[src/rtl/usb_stream_pkg.sv]
// Shared types and helpers for the PC-bound stream scheduler.
// State enum, header magic, command bit indices, header builder.
package usb_stream_pkg;

  typedef enum logic [2:0] {
    ST_IDLE,
    ST_FLUSH,
    ST_SETTLE,
    ST_ARB,
    ST_HDR,
    ST_PAY
  } state_e;

  localparam logic [3:0] HDR_MAGIC = 4'hA;

  localparam int CMD_START = 0;
  localparam int CMD_ABORT = 1;

  function automatic logic [31:0] hdr_word(
    input logic        src,
    input logic [15:0] seq
  );
    return {HDR_MAGIC, src, 11'b0, seq};
  endfunction

endpackage

[src/rtl/cmd_sync_edge.sv]
// Two-flop synchronizer plus rising-edge detect for one command level.
// Ports: clk, reset_n, d_i (async level), rise_o (one-cycle pulse).
module cmd_sync_edge (
  input  logic clk,
  input  logic reset_n,
  input  logic d_i,
  output logic rise_o
);

  logic [2:0] sh_q;

  always_ff @(posedge clk or negedge reset_n) begin
    if (!reset_n) begin
      sh_q <= 3'b000;
    end else begin
      sh_q <= {sh_q[1:0], d_i};
    end
  end

  assign rise_o = sh_q[1] & ~sh_q[2];

endmodule

[src/rtl/usb_stream_sched.sv]
// Block-granular write scheduler for the shared PC-bound FIFO.
// Ports: pc_command start/abort, src0/src1 valid-ready, FIFO write side, status.
module usb_stream_sched
  import usb_stream_pkg::*;
#(
  parameter int          BLOCK_WORDS = 256,
  parameter int          TIMEOUT     = 1024,
  parameter logic [31:0] PAD_WORD    = 32'h0000_0000,
  parameter int          RST_CYCLES  = 8
) (
  input  logic        clk,
  input  logic        reset_n,
  input  logic [31:0] pc_command,
  input  logic        s0_valid,
  input  logic [31:0] s0_data,
  output logic        s0_ready,
  input  logic        s1_valid,
  input  logic [31:0] s1_data,
  output logic        s1_ready,
  input  logic        fifo_full,
  input  logic        fifo_prog_full,
  output logic        fifo_wr_en,
  output logic [31:0] fifo_din,
  output logic        fifo_wr_rst,
  output logic        busy,
  output logic [15:0] blk_count,
  output logic [15:0] pad_count
);

  localparam int IW = $clog2(TIMEOUT + 1);
  localparam logic [15:0] PAY_LAST = 16'(BLOCK_WORDS - 2);
  localparam logic [15:0] RST_LAST = 16'(RST_CYCLES - 1);
  localparam logic [IW-1:0] IDLE_MAX = IW'(TIMEOUT);

  logic start_rise;
  logic abort_rise;
  logic unused_cmd;

  assign unused_cmd = ^pc_command[31:2];

  cmd_sync_edge u_start (
    .clk    (clk),
    .reset_n(reset_n),
    .d_i    (pc_command[CMD_START]),
    .rise_o (start_rise)
  );

  cmd_sync_edge u_abort (
    .clk    (clk),
    .reset_n(reset_n),
    .d_i    (pc_command[CMD_ABORT]),
    .rise_o (abort_rise)
  );

  state_e        state_q, state_d;
  logic [15:0]   cnt_q, cnt_d;
  logic [IW-1:0] idle_q, idle_d;
  logic          src_q, src_d;
  logic          last_q, last_d;
  logic          abt_q, abt_d;
  logic [15:0]   seq_q, seq_d;
  logic [15:0]   blk_q, blk_d;
  logic [15:0]   pad_q, pad_d;
  logic          wr_q, wr_d;
  logic [31:0]   din_q, din_d;

  logic          sel_valid;
  logic [31:0]   sel_data;
  logic          take;

  always_comb begin
    state_d  = state_q;
    cnt_d    = cnt_q;
    idle_d   = idle_q;
    src_d    = src_q;
    last_d   = last_q;
    abt_d    = abt_q;
    seq_d    = seq_q;
    blk_d    = blk_q;
    pad_d    = pad_q;
    wr_d     = 1'b0;
    din_d    = din_q;
    s0_ready = 1'b0;
    s1_ready = 1'b0;
    take     = 1'b0;
    sel_valid = src_q ? s1_valid : s0_valid;
    sel_data  = src_q ? s1_data : s0_data;

    // Abort preempts everything; ready stays low so
    // the word on the bus this cycle is not taken.
    if (abort_rise && state_q != ST_IDLE) begin
      state_d = ST_FLUSH;
      cnt_d   = '0;
      abt_d   = 1'b1;
    end else begin
      unique case (state_q)
        ST_IDLE: begin
          if (start_rise && !abort_rise) begin
            state_d = ST_FLUSH;
            cnt_d   = '0;
            abt_d   = 1'b0;
            seq_d   = '0;
            blk_d   = '0;
            pad_d   = '0;
          end
        end
        ST_FLUSH: begin
          if (cnt_q == RST_LAST) begin
            cnt_d   = '0;
            state_d = abt_q ? ST_IDLE : ST_SETTLE;
          end else begin
            cnt_d = cnt_q + 16'd1;
          end
        end
        ST_SETTLE: begin
          if (cnt_q == RST_LAST) begin
            cnt_d   = '0;
            state_d = ST_ARB;
          end else begin
            cnt_d = cnt_q + 16'd1;
          end
        end
        ST_ARB: begin
          if (!fifo_prog_full && (s0_valid || s1_valid)) begin
            src_d   = (s0_valid && s1_valid) ? !last_q : s1_valid;
            state_d = ST_HDR;
          end
        end
        ST_HDR: begin
          if (!fifo_full) begin
            wr_d    = 1'b1;
            din_d   = hdr_word(src_q, seq_q);
            cnt_d   = '0;
            idle_d  = '0;
            state_d = ST_PAY;
          end
        end
        ST_PAY: begin
          if (idle_q == IDLE_MAX) begin
            // Source went quiet: fill the block out.
            if (!fifo_full) begin
              wr_d  = 1'b1;
              din_d = PAD_WORD;
              take  = 1'b1;
              if (pad_q != 16'hFFFF) pad_d = pad_q + 16'd1;
            end
          end else begin
            s0_ready = !src_q && !fifo_full;
            s1_ready = src_q && !fifo_full;
            if (sel_valid && !fifo_full) begin
              wr_d   = 1'b1;
              din_d  = sel_data;
              idle_d = '0;
              take   = 1'b1;
            end else if (!sel_valid) begin
              idle_d = idle_q + 1'b1;
            end
          end
          if (take) begin
            if (cnt_q == PAY_LAST) begin
              blk_d   = blk_q + 16'd1;
              seq_d   = seq_q + 16'd1;
              last_d  = src_q;
              state_d = ST_ARB;
            end else begin
              cnt_d = cnt_q + 16'd1;
            end
          end
        end
        default: state_d = ST_IDLE;
      endcase
    end
  end

  always_ff @(posedge clk or negedge reset_n) begin
    if (!reset_n) begin
      state_q <= ST_IDLE;
      cnt_q   <= '0;
      idle_q  <= '0;
      src_q   <= 1'b0;
      last_q  <= 1'b1;
      abt_q   <= 1'b0;
      seq_q   <= '0;
      blk_q   <= '0;
      pad_q   <= '0;
      wr_q    <= 1'b0;
      din_q   <= '0;
    end else begin
      state_q <= state_d;
      cnt_q   <= cnt_d;
      idle_q  <= idle_d;
      src_q   <= src_d;
      last_q  <= last_d;
      abt_q   <= abt_d;
      seq_q   <= seq_d;
      blk_q   <= blk_d;
      pad_q   <= pad_d;
      wr_q    <= wr_d;
      din_q   <= din_d;
    end
  end

  assign fifo_wr_en  = wr_q;
  assign fifo_din    = din_q;
  assign fifo_wr_rst = (state_q == ST_FLUSH);
  assign busy        = (state_q != ST_IDLE);
  assign blk_count   = blk_q;
  assign pad_count   = pad_q;

endmodule

[config.mk]
export PLATFORM = sky130hd
export DESIGN_NAME = usb_stream_sched
export DESIGN_NICKNAME = d
export VERILOG_FILES = /design/src/rtl/usb_stream_pkg.sv /design/src/rtl/cmd_sync_edge.sv /design/src/rtl/usb_stream_sched.sv
export SDC_FILE = /design/constraint.sdc
export NUM_CORES = 1
export LEC_CHECK = 0
export CORE_ASPECT_RATIO = 0.75
export CORE_UTILIZATION = 46
export CTS_BUF_LIST = sky130_fd_sc_hd__clkbuf_4 sky130_fd_sc_hd__clkbuf_8
export DETAILED_ROUTE_END_ITERATION = 8
export PLACE_DENSITY = 0.87
export SLEW_MARGIN = 20
export SYNTH_ARGS = -nofsm -noshare
export SYNTH_HDL_FRONTEND = slang
export SYNTH_SLANG_ARGS = --single-unit
[constraint.sdc]
create_clock -name clk -period 2.2 [get_ports clk]
set_input_delay 0.22 -clock clk [delete_from_list [all_inputs] [get_ports clk]]
set_output_delay 0.22 -clock clk [all_outputs]
set_load 0.05 [all_outputs]
=== After elaboration in Yosys (flattened, before gate mapping) ===
Cells that the tools add are included.

* $add $sub $neg: 5
* Eq/ne operators: 28
* Muxes and demuxes: 56
* Bitwise logic cells: 5
* Reduce and logical (&&, ||, !) cells: 30

{| class="wikitable"
|+ Operators by type and width
! cell !! number
|-
| 2-to-1 mux 16 bit || 13
|-
| 2-to-1 mux 32 bit || 5
|-
| case mux 16 bit (2 select lines) || 3
|-
| adder 16 x 1 -> 16 bit, second input constant || 4
|-
| case mux 16 bit (4 select lines) || 1
|-
| case mux 32 bit (2 select lines) || 1
|-
| 2-to-1 mux 11 bit || 4
|-
| != test 3 bit, second input constant || 10
|-
| 2-to-1 mux 3 bit || 8
|-
| case mux 11 bit (2 select lines) || 1
|-
| AND reduction 5 bit || 4
|-
| case mux 3 bit (6 select lines) || 1
|-
| 2-to-1 mux 1 bit || 17
|-
| equality test 16 x 3 -> 1 bit, second input constant || 1
|-
| equality test 16 x 8 -> 1 bit, second input constant || 1
|-
| != test 16 bit, second input constant || 1
|-
| != test 2 bit, second input constant || 8
|-
| adder 11 x 1 -> 11 bit, second input constant || 1
|-
| equality test 11 bit, second input constant || 1
|-
| nonzero test 2 bit || 4
|-
| logical AND 1 bit || 7
|-
| AND reduction 7 bit || 1
|-
| equality test 3 x 2 -> 1 bit, second input constant || 2
|-
| equality test 3 bit, second input constant || 2
|-
| other kinds (16) || 23
|}

* Bits in registers: 120
* Bits of input ports: 102
* Output and inout port bits: 69
* Logic and storage cells: 137

=== Longest topological paths before layout ===
Gate-level depths: netlist of the first run.

* Depth in word-level cells: 9
* Mapped depth: 10
* Gate-level depth less buffers: 9

=== Hierarchy ===
Synthesis of the first run repeated with hierarchy kept, for this count alone.

* Cell total of the unflattened synthesis: 747
* Area total of the unflattened synthesis: 6751.5 µm²

{| class="wikitable"
|+ Modules (own cells, without submodules)
! module !! times used !! cells an instance !! area each (µm²) !! seq. area each (µm²)
|-
| usb_stream_sched || 1 || 739 || 6573.8 || 2854.0
|-
| cmd_sync_edge || 2 || 4 || 88.8 || 75.1
|}

=== Worst setup path after synthesis of the first run ===
Ideal clock, no wire load.

* Path kind: register to output
* Start point: reg src_q
* End point: out s1_ready
* Arrival time: 3201 ps
* Required time: 1980 ps
* Setup slack: -1221 ps
* Stages on the path, launching flop included: 5
* Path buffers: 3
* Cells stage by stage: dfrtp_1 > buf_1 > clkbuf_1 > buf_1 > nor4b_1

* Longest elaborated chain between the ends: 4

{| class="wikitable"
|+ RTL lines
! what !! RTL line !! text
|-
| from (decl) || usb_stream_sched.sv:58 || <nowiki>logic src_q, src_d;</nowiki>
|-
| from (signal assigned) || usb_stream_sched.sv:192 || <nowiki>src_q <= src_d;</nowiki>
|-
| logical AND 1 bit || usb_stream_sched.sv:149 || <nowiki>s1_ready = src_q && !fifo_full;</nowiki>
|-
| 2-to-1 mux 1 bit || usb_stream_sched.sv:139 || <nowiki>if (idle_q == IDLE_MAX) begin</nowiki>
|-
| 2-to-1 mux 1 bit || usb_stream_sched.sv:96 || <nowiki>unique case (state_q)</nowiki>
|-
| 2-to-1 mux 1 bit || usb_stream_sched.sv:91 || <nowiki>if (abort_rise && state_q != ST_IDLE) begin</nowiki>
|-
| to (decl) || usb_stream_sched.sv:19 || <nowiki>output logic s1_ready,</nowiki>
|}

Every way passes these cells.

=== Final worst setup path of the first run ===
* Start point: reg u_start.sh_q[2]
* End point: reg seq_q[15]

* Longest elaborated chain between the ends: 5

{| class="wikitable"
|+ RTL lines
! what !! RTL line !! text
|-
| from (decl) || cmd_sync_edge.sv:10 || <nowiki>logic [2:0] sh_q;</nowiki>
|-
| from (signal assigned) || cmd_sync_edge.sv:16 || <nowiki>sh_q <= {sh_q[1:0], d_i};</nowiki>
|-
| inverter 1 bit || cmd_sync_edge.sv:20 || <nowiki>assign rise_o = sh_q[1] & ~sh_q[2];</nowiki>
|-
| bitwise AND 1 bit || cmd_sync_edge.sv:20 ||
|-
| logical AND 1 bit || usb_stream_sched.sv:98 || <nowiki>if (start_rise && !abort_rise) begin</nowiki>
|-
| != test 2 bit (no line) || - ||
|-
| AND reduction 5 bit (no line) || - ||
|-
| to (signal assigned) || usb_stream_sched.sv:195 || <nowiki>seq_q <= seq_d;</nowiki>
|-
| to (decl) || usb_stream_sched.sv:61 || <nowiki>logic [15:0] seq_q, seq_d;</nowiki>
|}

Every way passes these cells.
A chain may end at the register's enable or synchronous reset.

==> results.toml, run 1 <==
[run_status]
status = "finished with violations"
violations = "negative setup slack"

[clock_tree]
clockRootBuffer = "clkbuf_8"
cts_tree = "built"
cts.path.max_buffers = 2
clock_latency_ns = 0.44
clkTransAtPathRegs_ns = 0.07
cts_made_buffers = 17
cts_max_level = 4
cts.sinks = 120

[power]
power_density_mw_per_mm2 = 1049
p_comb_share_pct = 51.3
p_clk_share_pct = 18.6
p_leak_nw = 4.063
power.total_mw = 9.917
power.internal_mw = 5.547
swShare_pct = 44.07
vdd_drop_max_mv = 0.7840
switching_power_mw = 4.371
pwr-share-seq_pct = 30.1

[cells_and_area]
final_cell_area_mm2 = 0.009455
layout_commonest_cell = "clkdlybuf4s50_1"
layout_common_cells = "clkdlybuf4s50_1 (135), dfrtp_1 (117), nor2_1 (109)"
syn_to_final_growth_pct = 48.35
regArea_mm2 = 0.003007
n_fill_cell = 925
multiInputGateArea_mm2 = 0.003540
final_nets = 1016
layout-drive-gt1-share_pct = 23.50

[die]
fp.coreArea_mm2 = 0.01324
dieArea_mm2 = 0.01434
die_x_um = 137.9
initial_core_util_pct = 48.13
io-pin-count = 171
num_rows = 36
die_y_um = 103.9

[yosys]
syn_inst = 687
netlist_area_mm2 = 0.006374
syn_avg_cell_area_um2 = 9.277
synth_cell_type_count = 53
async_flop_share_pct = 100.0
synth-edff-count = 0
seq_area_frac_synth_pct = 47.13
yosysWarningCount = 0
synth-seq-cells = 120
ys.flop_type = "dfrtp_1"
syn-num-nets = 796

[global_routing]
overflow = 0
grt_pass1_vias = 5975
grt_pass1_wl_um = 29530
grt.total_usage_pct = 26.26
antenna_found_initial = 1
grt_max_degree = 46

[sta]
slew_viol_final = 0
fin_skew_ns = 0.01409
tightest_slew_ns = 0.6667
period_minus_slack_ns = 2.452
fmaxAchievable_mhz = 407.8
max-slew-margin-rel_pct = 55.51
setup_ws_ns = -0.2522
rsz0062_at_grt = "true"
finalHoldViolCount = 0
finalCritPeriodShare_pct = 111.5
hold_ws_ns = 0.2236
setup_violations = 44

[placed_design]
pre_cts_ws_ns = -0.2382
gp_congestion = 0.8804
dpl-instance-area_mm2 = 0.008641
portBuffers = 140
dpl.hpwl_um = 12980

[routing]
drtAntennaViolNets = 0
routedWlPerCell_um = 17.94
wl_um = 19570
drcViolationCount = 0
drtIter0Drc = 539
drtPass1Iterations = 5
dr_total_vias = 6343
avgViaCountPerCell = 5.814

[min_path]
worstHoldPathType = "in -> reg"

[critical_path]
critPathLaunchType = "flop"
required_ns = 2.53
critical_path_class = "reg -> reg"
crit_path_max_fanout = 21
arrival_ns = 2.78
endpoint_kind = "flop"

[run]
max_cap_violations = 0
==> cell usage after synthesis, types with 17 or more instances <==
| cell | count | area (um2) |
|---|---|---|
| nand2_1 | 64 | 240.2 |
| mux2_2 | 22 | 247.7 |
| a221oi_1 | 17 | 148.9 |
| nor3_1 | 20 | 100.1 |
| clkbuf_1 | 30 | 112.6 |
| dfrtp_1 | 119 | 2978 |
| xnor2_1 | 25 | 219.0 |
| o21ai_0 | 34 | 170.2 |
| xor2_1 | 19 | 166.4 |
| nor2_1 | 113 | 424.2 |
| nand3_1 | 32 | 160.2 |
| nand4_1 | 27 | 168.9 |
==> metal layers <==
layer | GRT usage (%) | routed length [um] | vias to the layer above
met5 | 0 | 0 | -
met4 | 9.860 | 520 | 0
met3 | 5.848 | 1782 | 50
met2 | 41.54 | 9198 | 344
met1 | 34.91 | 8072 | 3028
li1 | - | - | 2921
==> critical path: stages (launching register included) <==
cell     delay (ns)
dfrtp_1        0.38
or4b_1         0.52
a211o_1        0.29
o41a_1         0.36
buf_12         0.19
nor4_2         0.35
xnor2_1        0.18
nor2_1         0.07
==> final cells by class <==
| type | count | share of cell area (%) |
|---|---|---|
| Multi-Input combinational cell | 518 | 37.44 |
| Sequential cell | 120 | 31.80 |
| Timing Repair Buffer | 238 | 24.16 |
| Clock buffer | 17 | 2.475 |
| Tap cell | 171 | 2.263 |
| Clock inverter | 14 | 1.363 |
| Inverter | 12 | 0.4764 |
| Antenna cell | 1 | 0.02647 |
==> cell families (layout without fill, tap and decap cells) <==
family / after synthesis / in the layout / synth area share [%]
simple gates: 318 / 318 / 24.17
flops: 120 / 120 / 47.13
xor+xnor: 44 / 44 / 6.046
fa+ha+maj: 7 / 7 / 1.374
mux: 37 / 37 / 6.243
compound gates: 112 / 112 / 12.01
other cells: 0 / 1 / 0
buf+inv: 49 / 281 / 3.023
==> power groups by stage <==
stage / clock network (mW) / registers (mW) / logic (mW)
detailed placement: 0 / 3.01 / 4.63
global placement: 0 / 2.98 / 4.54
floorplan: 0 / 3.92 / 1.93
finish: 1.84 / 2.99 / 5.08
global route: 1.98 / 3.04 / 5.39
CTS: 1.86 / 2.97 / 4.76
==> state kept, by name, indices dropped and copies added (netlist names) <==
signal,flops
u_start.sh_q,3
last_q,1
cnt_q,16
state_q,3
src_q,1
abt_q,1
idle_q,11
fifo_din,32
pad_count,16
u_abort.sh_q,3
blk_count,16
seq_q,16
fifo_wr_en,1
==> timing repair <==
action,4_1_cts,5_1_grt
resized for setup,16,47
hold buffers,1,0
endpoints found under the hold margin,30,0
gates cloned,0,2
pin swaps,9,15
setup buffers,7,7
setup endpoints to repair,52,87
==> final timing paths <==
kind                            startpoint               to  slack, ns  cells after the start
setup reg to reg           u_start.sh_q[2]        seq_q[15]      -0.25                      7
hold reg to reg            u_start.sh_q[0]  u_start.sh_q[1]       0.36                      0
setup / recovery           u_start.sh_q[2]        seq_q[15]      -0.25                      7
max in group asynchronous          reset_n           last_q       1.30                      3
hold / removal               pc_command[1]  u_abort.sh_q[0]       0.22                      1
min in group asynchronous          reset_n     fifo_din[12]       0.27                      2
==> metrics by stage <==
step | instances | utilization, % | TNS (ns)
after global routing | 1091 | 71.40 | -8.938
after CTS | 1081 | 68.94 | -3.264
after detailed placement | 1043 | 65.25 | -5.333
after global placement | 1043 | 65.25 | -2.891
final | 1091 | 71.40 | -4.147
after floorplan | 687 | - | -3.507
(Power assumes the default switching activity.)
==> run 2, diff against run 1 <==
Settings changed: CAP_MARGIN set to 20.
==> results of run 2 <==
The final DEF is identical to that of run 1; final timing and power are the same.
==> run 3, diff against run 2 <==
Settings changed: ABC_CLOCK_PERIOD_IN_PS set to 2200, CORE_UTILIZATION 46 to 60, DONT_BUFFER_PORTS set to 1, PLACE_DENSITY 0.87 to 0.86.
==> results.toml, run 3 (same netlist as run 1, synthesis figures left out) <==
[power]
p_leak_nw = 3.746
pwr-share-seq_pct = 37.5
switching_power_mw = 4.530
power.total_mw = 9.882
p_clk_share_pct = 21.8
p_comb_share_pct = 40.7
power_density_mw_per_mm2 = 1188
power.internal_mw = 5.352
swShare_pct = 45.84
vdd_drop_max_mv = 0.6401

[placed_design]
pre_cts_ws_ns = -0.2452
dp.cells = 891
gp_congestion = 0.8551
portBuffers = 0
dpl.hpwl_um = 12260

[critical_path]
arrival_ns = 2.84
endpoint_kind = "flop"
required_ns = 2.53
crit_start = "u_start.sh_q[2]"
r2r-start = "u_start.sh_q[2]"
critical_path_class = "reg -> reg"
r2r-end = "seq_q[13]"
critPathLaunchType = "flop"
crit_path_max_fanout = 22
reg2reg_slack_ns = -0.32
r2r_cells = 7

[routing]
wl_um = 20180
dr_total_vias = 6223
drtAntennaViolNets = 0
routedWlPerCell_um = 21.51
drtPass1Iterations = 6
avgViaCountPerCell = 6.634
drcViolationCount = 0
drtIter0Drc = 593

[cells_and_area]
layout_common_cells = "dfrtp_1 (117), nor2_1 (106), buf_4 (95)"
layout-drive-gt1-share_pct = 29.30
final_cells = 938
largest_reg_flops = 32
layout_commonest_cell = "dfrtp_1"
n_antenna_cell = 0
final_nets = 898
syn_to_final_growth_pct = 30.47

[sta]
slew_viol_final = 0
fin_skew_ns = 0.009042
finalCritPeriodShare_pct = 114.4
rsz0062_at_grt = "true"
period_minus_slack_ns = 2.516
finalHoldViolCount = 120
tightest_slew_ns = 0.6672
hold_ws_ns = -0.5404
setup_violations = 50
setup_ws_ns = -0.3162
fmaxAchievable_mhz = 397.4
max-slew-margin-rel_pct = 55.52

[clock_tree]
cts_tree = "built"
clock_latency_ns = 0.44
cts_made_buffers = 17
cts.path.max_buffers = 2
ctsHoldBuffers = 6
clockRootBuffer = "clkbuf_8"
clkTransAtPathRegs_ns = 0.08
cts.sinks = 120
cts_max_level = 4

[die]
dieArea_mm2 = 0.01104
num_rows = 32
initial_core_util_pct = 61.94
die_x_um = 121.0
fp.coreArea_mm2 = 0.01029
die_y_um = 91.26
io-pin-count = 171

[global_routing]
grt_pass1_vias = 5830
grt_max_degree = 121
grt.total_usage_pct = 33.52
antenna_found_initial = 0
grt_pass1_wl_um = 28570
overflow = 0

[run_status]
status = "finished with violations"
violations = "negative hold slack, negative setup slack"

[run]
max_cap_violations = 0

[min_path]
worstHoldPathType = "in -> async"
[run 3: cell types whose count changed in the layout (fill, tap and decap cells not counted), sizes merged, moves of 2 or more]
cell,before,now
clkinv,10,6
dlygate4sd3,1,6
clkdlybuf4s50,135,0
inv,12,17
bufinv,1,3
buf,101,112
clkinvlp,3,1
[run 3: power groups by stage]
stage	clock network [mW]	registers [mW]	logic (mW)
after global placement	0	3.68	3.10
after detailed placement	0	3.72	3.25
after CTS	2.16	3.67	3.40
final	2.15	3.71	4.02
after global routing	2.26	3.74	4.25
after floorplan	0	3.92	1.93
[run 3: repair_timing]
| item | CTS | global route |
|---|---|---|
| setup endpoints to repair | 53 | 86 |
| buffers inserted | 5 | 5 |
| resized for setup | 21 | 61 |
| cloned | 0 | 4 |
| pin swaps | 5 | 20 |
| hold endpoints to repair | 125 | 120 |
[run 3: layer usage]
layer	track usage [%]	vias up	part of all wire, %
li1	-	2685	-
met3	9.422	79	11
met4	13.07	0	4.0
met1	41.73	3008	37
met5	0	-	0
met2	55.19	451	48
[run 3: per-stage QoR]
| step | util (%) | instance area (um2) | setup TNS (ns) |
|---|---|---|---|
| global route | 80.81 | 8315 | -10.60 |
| CTS | 77.49 | 7974 | -3.289 |
| finish | 80.81 | 8315 | -5.691 |
| floorplan | - | 6492 | -3.507 |
| global placement | 71.41 | 7348 | -2.028 |
| detailed placement | 71.41 | 7348 | -4.546 |
[run 3: worst max-delay path by stage]
stage / to / cells after the start
after floorplan: blk_count[14] / 8
after global routing: seq_q[13] / 7
final: seq_q[13] / 7
after CTS: blk_count[5] / 7
after global placement: blk_count[6] / 8
after detailed placement: blk_count[9] / 7
[run 3: cell type report]
| cell class | count | area, um2 |
|---|---|---|
| multi-input cells | 518 | 3608 |
| repair buffers | 120 | 1059 |
| fillers | 554 | 1974 |
| clock inverters | 15 | 192.7 |
| inverters | 12 | 45.04 |
| well taps | 136 | 170.2 |
| flip-flops and latches | 120 | 3007 |
| clock buffers | 17 | 234.0 |
[run 3: critical path: stages, from the launching register on]
cell,delay (ns)
dfrtp_1,0.38
or4b_1,0.53
a211o_1,0.29
o41a_1,0.36
buf_12,0.19
nor4_1,0.38
xnor2_1,0.18
nor2_1,0.08
